<file path="src/rtl/mux4_scan_ctrl_if.sv">
// Bundle of the scan request, mux select/sample and snapshot handshake signals.
// The master side is the scan controller; the slave side is the mux and the consumer.
interface mux4_scan_ctrl_if;
    logic       start;
    logic [3:0] ch_mask;
    logic       Y;
    logic       S0;
    logic       S1;
    logic       busy;
    logic [3:0] snap;
    logic       snap_valid;
    logic       snap_ready;

    modport master (
        input  start, ch_mask, Y, snap_ready,
        output S0, S1, busy, snap, snap_valid
    );

    modport slave (
        output start, ch_mask, Y, snap_ready,
        input  S0, S1, busy, snap, snap_valid
    );
endinterface

</file>
<file path="src/rtl/mux4_scan_ctrl.sv">
// Round-robin scan of the enabled mux4 channels with a settle dwell per channel;
// the packed samples are offered as a snapshot over a valid/ready handshake.
module mux4_scan_ctrl #(
    parameter int SETTLE = 2,
    parameter int CNT_W  = 4
) (
    input  logic              clk,
    input  logic              rst,
    mux4_scan_ctrl_if.master  bus
);

    typedef enum logic [1:0] {IDLE, DWELL, HOLD} state_t;

    state_t           r_state, w_state_nxt;
    logic [3:0]       r_mask, w_mask_nxt;
    logic [3:0]       r_buf, w_buf_nxt;
    logic [3:0]       r_snap, w_snap_nxt;
    logic [1:0]       r_sel, w_sel_nxt;
    logic [CNT_W-1:0] r_cnt, w_cnt_nxt;
    logic             r_valid, w_valid_nxt;
    logic [2:0]       w_first;
    logic [2:0]       w_next;

    // Returns {found, index} of the lowest enabled channel strictly above cur
    // (cur = -1 gives the lowest enabled channel overall).
    function automatic logic [2:0] next_enabled(input logic [3:0] m, input int cur);
        logic [2:0] res;
        res = 3'b000;
        for (int i = 3; i >= 0; i--) begin
            if (m[i] && (i > cur)) res = {1'b1, 2'(i)};
        end
        return res;
    endfunction

    assign w_first = next_enabled(bus.ch_mask, -1);
    assign w_next  = next_enabled(r_mask, int'(r_sel));

    always_comb begin
        w_state_nxt = r_state;
        w_mask_nxt  = r_mask;
        w_buf_nxt   = r_buf;
        w_snap_nxt  = r_snap;
        w_sel_nxt   = r_sel;
        w_cnt_nxt   = r_cnt;
        w_valid_nxt = r_valid;
        unique case (r_state)
            IDLE: begin
                if (bus.start && (bus.ch_mask != 4'b0000)) begin
                    w_mask_nxt  = bus.ch_mask;
                    w_buf_nxt   = 4'b0000;
                    w_sel_nxt   = w_first[1:0];
                    w_cnt_nxt   = '0;
                    w_state_nxt = DWELL;
                end
            end
            DWELL: begin
                if (r_cnt == CNT_W'(SETTLE)) begin
                    w_buf_nxt[r_sel] = bus.Y;
                    w_cnt_nxt        = '0;
                    if (w_next[2]) begin
                        w_sel_nxt = w_next[1:0];
                    end else begin
                        w_snap_nxt  = w_buf_nxt;
                        w_valid_nxt = 1'b1;
                        w_state_nxt = HOLD;
                    end
                end else begin
                    w_cnt_nxt = r_cnt + CNT_W'(1);
                end
            end
            HOLD: begin
                if (r_valid && bus.snap_ready) begin
                    w_valid_nxt = 1'b0;
                    w_state_nxt = IDLE;
                end
            end
            default: w_state_nxt = IDLE;
        endcase
    end

    always_ff @(posedge clk) begin
        if (rst) begin
            r_state <= IDLE;
            r_mask  <= 4'b0000;
            r_buf   <= 4'b0000;
            r_snap  <= 4'b0000;
            r_sel   <= 2'b00;
            r_cnt   <= '0;
            r_valid <= 1'b0;
        end else begin
            r_state <= w_state_nxt;
            r_mask  <= w_mask_nxt;
            r_buf   <= w_buf_nxt;
            r_snap  <= w_snap_nxt;
            r_sel   <= w_sel_nxt;
            r_cnt   <= w_cnt_nxt;
            r_valid <= w_valid_nxt;
        end
    end

    assign bus.S0         = r_sel[0];
    assign bus.S1         = r_sel[1];
    assign bus.busy       = (r_state != IDLE);
    assign bus.snap       = r_snap;
    assign bus.snap_valid = r_valid;

endmodule
</file>
<file path="src/flat_wrapper.sv">
// flat-port wrapper written by rule: the top's interface ports become plain ports
module mux4_scan_ctrl_flat 
#(
    parameter int SETTLE = 2,
    parameter int CNT_W  = 4
)
  (clk, rst, bus_start, bus_ch_mask, bus_Y, bus_snap_ready, bus_S0, bus_S1, bus_busy, bus_snap, bus_snap_valid);
  mux4_scan_ctrl_if bus_i ();
  input  logic clk;
  input  logic rst;
  input wire logic [$bits(bus_i.start)-1:0] bus_start;
  input wire logic [$bits(bus_i.ch_mask)-1:0] bus_ch_mask;
  input wire logic [$bits(bus_i.Y)-1:0] bus_Y;
  input wire logic [$bits(bus_i.snap_ready)-1:0] bus_snap_ready;
  output wire logic [$bits(bus_i.S0)-1:0] bus_S0;
  output wire logic [$bits(bus_i.S1)-1:0] bus_S1;
  output wire logic [$bits(bus_i.busy)-1:0] bus_busy;
  output wire logic [$bits(bus_i.snap)-1:0] bus_snap;
  output wire logic [$bits(bus_i.snap_valid)-1:0] bus_snap_valid;
  assign bus_i.start = bus_start;
  assign bus_i.ch_mask = bus_ch_mask;
  assign bus_i.Y = bus_Y;
  assign bus_i.snap_ready = bus_snap_ready;
  assign bus_S0 = bus_i.S0;
  assign bus_S1 = bus_i.S1;
  assign bus_busy = bus_i.busy;
  assign bus_snap = bus_i.snap;
  assign bus_snap_valid = bus_i.snap_valid;
  mux4_scan_ctrl #(.SETTLE(SETTLE), .CNT_W(CNT_W)) u_core (.clk(clk), .rst(rst), .bus(bus_i));
endmodule
</file>
<file path="config.mk">
export PLATFORM = sky130hd
export DESIGN_NAME = mux4_scan_ctrl_flat
export DESIGN_NICKNAME = d
export VERILOG_FILES = /design/src/rtl/mux4_scan_ctrl_if.sv /design/src/rtl/mux4_scan_ctrl.sv /design/src/flat_wrapper.sv
export SDC_FILE = /design/constraint.sdc
export NUM_CORES = 1
export LEC_CHECK = 0
export CAP_MARGIN = 10
export CORE_MARGIN = 2
export CORE_UTILIZATION = 53
export CTS_CLUSTER_SIZE = 25
export DETAILED_ROUTE_END_ITERATION = 7
export HOLD_SLACK_MARGIN = 0.06
export PLACE_DENSITY = 0.84
export SYNTH_ARGS = -nofsm -noshare
export SYNTH_HDL_FRONTEND = slang
export SYNTH_SLANG_ARGS = --single-unit
</file>
<file path="constraint.sdc">
create_clock -name clk -period 3.77 [get_ports clk]
set_input_delay 0.5655 -clock clk [delete_from_list [all_inputs] [get_ports clk]]
set_output_delay 0.5655 -clock clk [all_outputs]
set_load 0.01 [all_outputs]
</file>
; Word-level counts from Yosys, hierarchy flattened
; Cells that the tools add are included.
[op_classes]
mux = 28
reduce_logical = 18
addsub = 1
order_cmp = 5
eq_ne = 8
bitwise_logic = 1
[ops]
columns = op, count
row1 = $mux W2, 11
row2 = $pmux W4 S2, 2
row3 = $mux W4, 3
row4 = $reduce_and A4 Y1, 3
row5 = $mux W3, 3
row6 = $ne A2 B1 Y1 const B, 4
row7 = $logic_and A1 B1 Y1, 6
row8 = $pmux W2 S3, 1
row9 = $reduce_and A3 Y1, 2
row10 = $reduce_bool A2 Y1, 3
row11 = $add A4 B1 Y4 const B, 1
row12 = $bwmux W4, 1
row13 = $eq A4 B2 Y1 const B, 1
row14 = $gt A2 B2 Y1 const A, 2
row15 = $mux W1, 4
row16 = $pmux W2 S2, 1
row17 = $reduce_and A2 Y1, 2
row18 = $reduce_bool A4 Y1, 1
row19 = $lt A2 B3 Y1 const B, 1
row20 = $demux W1 S2, 1
row21 = $eq A2 B1 Y1 const B, 1
row22 = $eq A2 B2 Y1 const B, 1
row23 = $ge A2 B1 Y1 const B, 1
row24 = $gt A1 B2 Y1 const A, 1
row25 = other kinds (4), 4
[word_totals]
out_inout_bits = 8
ff_bits = 21
wordCells = 68

; Longest topological paths before layout
; Gate-level depths: netlist of the first run.
[depth]
depth_word = 8
mapped_depth = 7

; Worst setup path after synthesis of the first run
; OpenSTA, ideal clock, no wires.
[synth_path]
path_kind = input -> register
start = input port bus_ch_mask[1]
end = register u_core.r_sel[0]
setup_ns = 0.121
required_ns = 3.649
path_buffers = 1
t_arrival_ns = 1.725
cell_stages = 5
path_slack_ns = 1.924
path_cell_list = o41ai_1 -> or2_1 -> buf_4 -> a21boi_4 -> mux2_2
[synth_via]
elab_chain_cells = 4
word_cells_on_any_way = 8
cone_classes = 1 x eq/ne / 4 x mux / 3 x reduce/logical
[synth_lines]
columns = element, line_no
row1 = "start, declared", flat_wrapper.sv:12  ; input wire logic [$bits(bus_i.ch_mask)-1:0] bus_ch_mask;
row2 = $reduce_bool A4 Y1 or $mux W2 (tied branches), "mux4_scan_ctrl.sv:48, mux4_scan_ctrl.sv:30"
row3 = $logic_and A1 B1 Y1 or $mux W2 (tied branches), "mux4_scan_ctrl.sv:48, mux4_scan_ctrl.sv:30"
row4 = $ne A2 B1 Y1 (no line) or $mux W2 (tied branches), n/a
row5 = $reduce_and A4 Y1 (no line) or $pmux W2 S2 (tied branches), n/a
row6 = "end signal, assigned", mux4_scan_ctrl.sv:95  ; r_sel <= w_sel_nxt;
row7 = "end, declared", mux4_scan_ctrl.sv:18  ; logic [1:0] r_sel, w_sel_nxt;
; Parallel ways exist; a longest one is shown, timed or not. The select of a mux whose other input is x is not followed.
; A chain may end at the register's enable or synchronous reset.

; Worst setup path in the final report of the first run
[layout_path]
start = input port bus_ch_mask[1]
end = register u_core.r_sel[1]
; The elaborated chain is that of the path after synthesis.

==> flow_summary.yaml, run 1 <==
die:
  fp.dieH_um: 47.81
  initial_utilization: 0.5766
  coreArea_mm2: 0.001764
  io-pin-count: 17
  die-width_um: 47.81
  design.die.area_mm2: 0.002286
  rows: 15
worst_setup_path:
  element_type_at_the_critical_path_end: "register"
  critPathMaxStageDelay_ps: 470
  critical_path.top_delay_family: "compound AO/OA/AOI/OAI gates"
  worst-endpoint-arrival_ps: 2510
  crit_path_start_kind: "input port"
  worstPathCellList: "clkdlybuf4s50_1 -> o41ai_1 -> or2_1 -> a21boi_4 -> mux2_2"
  worst-setup-path-type: "input port to register"
  critical_path_required_ps: 3970
  worst_path_max_delay_cell: "o41ai_1"
  critical_path_peak_fanout: 10
  crit_buf_inv: 1
pwr:
  pwr_density_cell_mw_per_mm2: 340.1
  net_switching_power_figure_mw: 0.1179
  p_total_mw: 0.4123
  power.share.clock: 0.246
  power.share.switching: 0.2859
  power_frac_comb: 0.201
  p_leak_nw: 0.4874
  share_of_power_burned_in_registers: 0.554
  cell_internal_pwr_mw: 0.2944
  largest_vdd_supply_drop_uv: 307.4
run:
  maxCapViolations: 0
final_layout:
  n_fill_cell: 163
  share_of_cells_above_drive_strength_1: 0.08696
  area.growth.synth_to_final_pct: 19.19
  finalInstanceArea_mm2: 0.001212
  finalNetCount: 151
  num_antenna_cells: 0
place:
  place_hpwl_mm: 1.507
  place.port_buffers: 16
  routabilityCongestion: 0.8675
  placed_cell_area_mm2: 0.001190
yosys:
  async_reset_ff_frac: 0
  synthesis.yosys.warnings: 0
  synth_top_cell_by_area: "dfxtp_1"
  post_synth_instance_area_mm2: 0.001017
  synthCells: 123
  syn-num-nets: 134
  yosysMostFrequentCell: "nor2_1"
  ys.flop_type: "dfxtp_1"
  synth_top_cells_by_area: "dfxtp_1 (39%), nor2_1 (8.5%), mux2i_1 (5.9%), a21oi_1 (4.9%), nand2_1 (4.1%)"
  synth.top_cell.area_share: 0.3936
  yosys_register_bits: 20
  synth.avg_cell_area_um2: 8.270
  most_used_standard_cells_in_the_synthesized_netlist: "nor2_1 (23), dfxtp_1 (20), nand2_1 (11)"
  synth_seq_area_share: 0.3936
  synth.distinct_cells: 31
  synth_edf_count: 0
global_routing:
  grt_start_max_net_pins: 23
  grt_first_pass_wirelength_mm: 3.505
  grt.total_usage: 0.2176
  antenna_violations_before_repair: 0
  first_global_vias: 846
  globalRoute.totalOverflow: 0
timing:
  final.setup.tns_ps: 0
  finalHoldWorstSlack_ps: 462.6
  tightestPinTransition_ps: 781.1
  timing.final.hold_violations: 0
  finalWorstPathRequiredPeriod_ps: 2310
  final.setup_skew_ps: 3.775
  setup_violations: 0
  rsz0062_at_grt: "false"
  timing.slew.headroom: 0.4776
  max_freq_mhz: 432.9
  finalCritPeriodShare: 0.6127
  timing.final.max_slew_violations: 0
clock_tree:
  htree_levels: 1
  clk_root_buffer_cell: "clkbuf_4"
  cts.repair.resized: 0
  ctsHoldBuffers: 0
  cts_buffers: 3
  cts.sink_count: 20
  clock_transition_at_the_registers_of_the_reported_paths_ps: 110
  post-cts-setup-buffers: 0
  cts_tree: "yes"
  clock_latency_ps: 300
  clock_path_buffers: 2
drt:
  antenna_violating_nets_post_route: 0
  drt_wl_total_mm: 2.043
  drt_pass1_iterations: 4
  drt-initial-drc-count: 16
  dr_total_vias: 906
  dr_drc_count: 0
  vias_per_cell: 5.558
  routed_wire_length_per_instance_um: 12.53
worst_hold_path:
  min_path_type: "register to register"
run_status:
  outcome: "finished, final reports clean"
==> path summary, 6_finish.rpt <==
path,end,slack (ps),depth (start not counted),start
max,u_core.r_sel[1]$_SDFFE_PP0P_,1460,5,bus_ch_mask[1]
min,u_core.bus.snap[1]$_SDFFE_PP0P_,460,2,u_core.bus.snap[1]$_SDFFE_PP0P_
max reg2reg,u_core.r_buf[3]$_SDFFE_PP0P_,1860,7,u_core.r_cnt[0]$_SDFFE_PP0P_
min reg2reg,u_core.bus.snap[1]$_SDFFE_PP0P_,460,2,u_core.bus.snap[1]$_SDFFE_PP0P_
==> registers in the layout, indices dropped and copies added, names as in the netlist <==
register and count:
u_core.r_buf 4, u_core.bus.snap_valid 1, u_core.r_cnt 4, u_core.r_sel 2, u_core.r_mask 3, u_core.bus.snap 4, u_core.r_state 2
==> worst min-delay path: stages (launching register included) <==
cell	delay, ps
dfxtp_1	320
nand2_1	50
a21oi_1	50
==> cell usage in the layout, fill, tap and decap left out, drive strengths merged, types with 5 or more instances in the layout <==
cell type | Yosys | routed
o21ai | 5 | 5
inv | 7 | 7
a31oi | 5 | 5
nand2 | 11 | 11
dfxtp | 20 | 20
clkdlybuf4s50 | 0 | 16
a21oi | 10 | 10
nor2 | 23 | 23
mux2i | 6 | 6
==> power by group through the flow <==
stage          logic (mW)  clock network (mW)  registers [mW]
2_1_floorplan      0.0563                   0           0.232
3_3_place_gp       0.0799                   0           0.233
3_5_place_dp       0.0826                   0           0.233
4_1_cts            0.0830               0.104           0.228
5_1_grt            0.0923               0.111           0.230
6_report           0.0827               0.101           0.228
==> layer usage <==
layer  track usage  vias up  share of wire  routed length, um
met3       0.07170        5          0.035                 72
li1              -      454              -                  -
met4       0.09730        0          0.015                 31
met5             0        -              0                  0
met2        0.3360       20           0.49               1011
met1        0.2761      427           0.45                926
==> area by class of cell <==
| class | instances | area [um^2] | area share |
|---|---|---|---|
| Tap cell | 25 | 31.28 | 0.02580 |
| Multi-Input combinational cell | 92 | 571.8 | 0.4716 |
| Clock buffer | 3 | 22.52 | 0.01858 |
| Sequential cell | 20 | 400.4 | 0.3302 |
| Timing Repair Buffer | 16 | 160.2 | 0.1321 |
| Inverter | 7 | 26.28 | 0.02167 |
==> through the flow <==
| step | utilization | worst slack [ps] | std cells |
|---|---|---|---|
| after floorplan | - | 1924 | 123 |
| after global placement | 0.6745 | 1265 | 160 |
| after detailed placement | 0.6745 | 1157 | 160 |
| after CTS | 0.6872 | 1486 | 163 |
| after global routing | 0.6872 | 1359 | 163 |
| final | 0.6872 | 1460 | 163 |
==> logic make-up after synthesis <==
family / count (synthesis) / share of synthesized area
AOI/OAI and AO/OA: 26 / 0.1661
adders and majority gates: 2 / 0.02460
buffers and inverters: 11 / 0.04429
DFF: 20 / 0.3936
muxes: 9 / 0.09225
and+or+nand+nor: 55 / 0.2792
Note: power is estimated with default switching activity, not from simulation.
==> run 2: changes to the inputs <==
CORE_UTILIZATION = 46   (was 53)
PLACE_DENSITY = 0.77   (was 0.84)
clock period = 2 ns   (was 3.77 ns; I/O delays follow)
==> flow_summary.yaml, run 2 (synthesis gave the netlist of run 1 again) <==
pwr:
  pwr_density_cell_mw_per_mm2: 724.2
  p_leak_nw: 0.5348
  largest_vdd_supply_drop_uv: 478.3
drt:
  drt_pass1_iterations: 5
  drt_wl_total_mm: 2.122
  drt-initial-drc-count: 6
  routed_wire_length_per_instance_um: 12.20
  vias_per_cell: 5.322
  dr_total_vias: 926
  antenna_violating_nets_post_route: 0
  dr_drc_count: 0
run:
  maxCapViolations: 0
clock_tree:
  cts_tree: "yes"
  cts_buffers: 3
  clock_path_buffers: 2
  post-cts-setup-buffers: 0
  ctsHoldBuffers: 0
  htree_levels: 1
  clock_latency_ps: 310
  clk_root_buffer_cell: "clkbuf_4"
  clock_transition_at_the_registers_of_the_reported_paths_ps: 120
  cts.repair.resized: 0
  cts.sink_count: 20
global_routing:
  first_global_vias: 895
  antenna_violations_before_repair: 0
  grt.total_usage: 0.1869
  grt_start_max_net_pins: 14
  globalRoute.totalOverflow: 0
  grt_first_pass_wirelength_mm: 3.726
worst_setup_path:
  critical_path_peak_fanout: 6
  crit_path_start_kind: "register"
  critical_path.top_delay_family: "simple AND/OR/NAND/NOR gates"
  worst-endpoint-arrival_ps: 2070
  crit_buf_inv: 0
  critPathMaxStageDelay_ps: 420
  element_type_at_the_critical_path_end: "register"
  worstPathCellList: "ha_1 -> or3b_4 -> or3_1 -> and3_1 -> a21oi_1 -> nor2_1"
  worst_path_max_delay_cell: "or3_1"
  worst-setup-path-type: "register to register"
  critical_path_required_ps: 2220
final_layout:
  ff_latch_area_um2: 400.4
  multi_input_area_um2: 571.8
  layout_commonest_cell: "nor2_1"
  area.growth.synth_to_final_pct: 27.68
  num_antenna_cells: 0
  leading_cell_types_in_the_layout_fill_and_taps_excluded: "nor2_1 (23), dfxtp_1 (20), clkdlybuf4s50_1 (16), nand2_1 (11), a21oi_1 (10)"
  finalNetCount: 158
  share_of_cells_above_drive_strength_1: 0.1370
  n_fill_cell: 187
die:
  rows: 17
  die-width_um: 51.03
  initial_utilization: 0.4735
  fp.dieH_um: 51.03
  io-pin-count: 17
  design.die.area_mm2: 0.002604
  coreArea_mm2: 0.002148
timing:
  timing.slew.headroom: 0.7033
  final.setup.tns_ps: 0
  finalWorstPathRequiredPeriod_ps: 1856
  timing.final.hold_violations: 0
  finalHoldWorstSlack_ps: 463.4
  finalCritPeriodShare: 0.9279
  timing.final.max_slew_violations: 0
  setup_violations: 0
  rsz0062_at_grt: "false"
  final.setup_skew_ps: 2.265
  tightestPinTransition_ps: 440.4
  max_freq_mhz: 538.8
place:
  place_hpwl_mm: 1.557
  routabilityCongestion: 0.8021
  place.port_buffers: 16
worst_hold_path:
  min_path_type: "register to register"
run_status:
  outcome: "finished, final reports clean"
run 2: final cells by class:
type                       count  area share
timing repair buffer          23      0.1638
tap                           28     0.02697
inverter                       7     0.02023
clock inverter                 1     0.02312
sequential                    20      0.3083
multi-input combinational     92      0.4403
clock buffer                   3     0.01734
run 2: power breakdown:
part	internal [mW]	total, mW	switching [mW]
clock network	0.203	0.337	0.134
registers	0.413	0.430	0.0171
logic	0.0860	0.174	0.0876
run 2: tightest hold or removal path, cell delays in order (launching register included):
cell,delay (ps)
dfxtp_1,330
nand2_1,50
a21oi_1,50
run 2: worst paths after layout:
path	end	slack [ps]	cells past startpoint	start
max	u_core.r_buf[2]$_SDFFE_PP0P_	140	6	u_core.r_cnt[1]$_SDFFE_PP0P_
min	u_core.bus.snap[0]$_SDFFE_PP0P_	460	2	u_core.bus.snap[0]$_SDFFE_PP0P_
max reg2reg	u_core.r_buf[2]$_SDFFE_PP0P_	140	6	u_core.r_cnt[1]$_SDFFE_PP0P_
min reg2reg	u_core.bus.snap[0]$_SDFFE_PP0P_	460	2	u_core.bus.snap[0]$_SDFFE_PP0P_
run 2: layer usage:
layer,global-route usage,vias to the layer above,wire length [um]
met2,0.3268,27,1027
met3,0.02632,6,85
met5,0,-,0
met4,0.08108,0,35
met1,0.2263,423,973
li1,-,470,-
run 2: metrics by stage:
stage               setup slack [ps]  std cells  power, mW  instance area, um^2  utilization
CTS                            130.3        174     0.9483                 1299       0.6045
finish                         144.2        174     0.9406                 1299       0.6045
global route                   17.47        174     0.9841                 1299       0.6045
detailed placement             26.19        170     0.6119                 1246       0.5801
floorplan                      241.3        123     0.5427                 1017            -
global placement               47.69        170     0.6072                 1246       0.5801
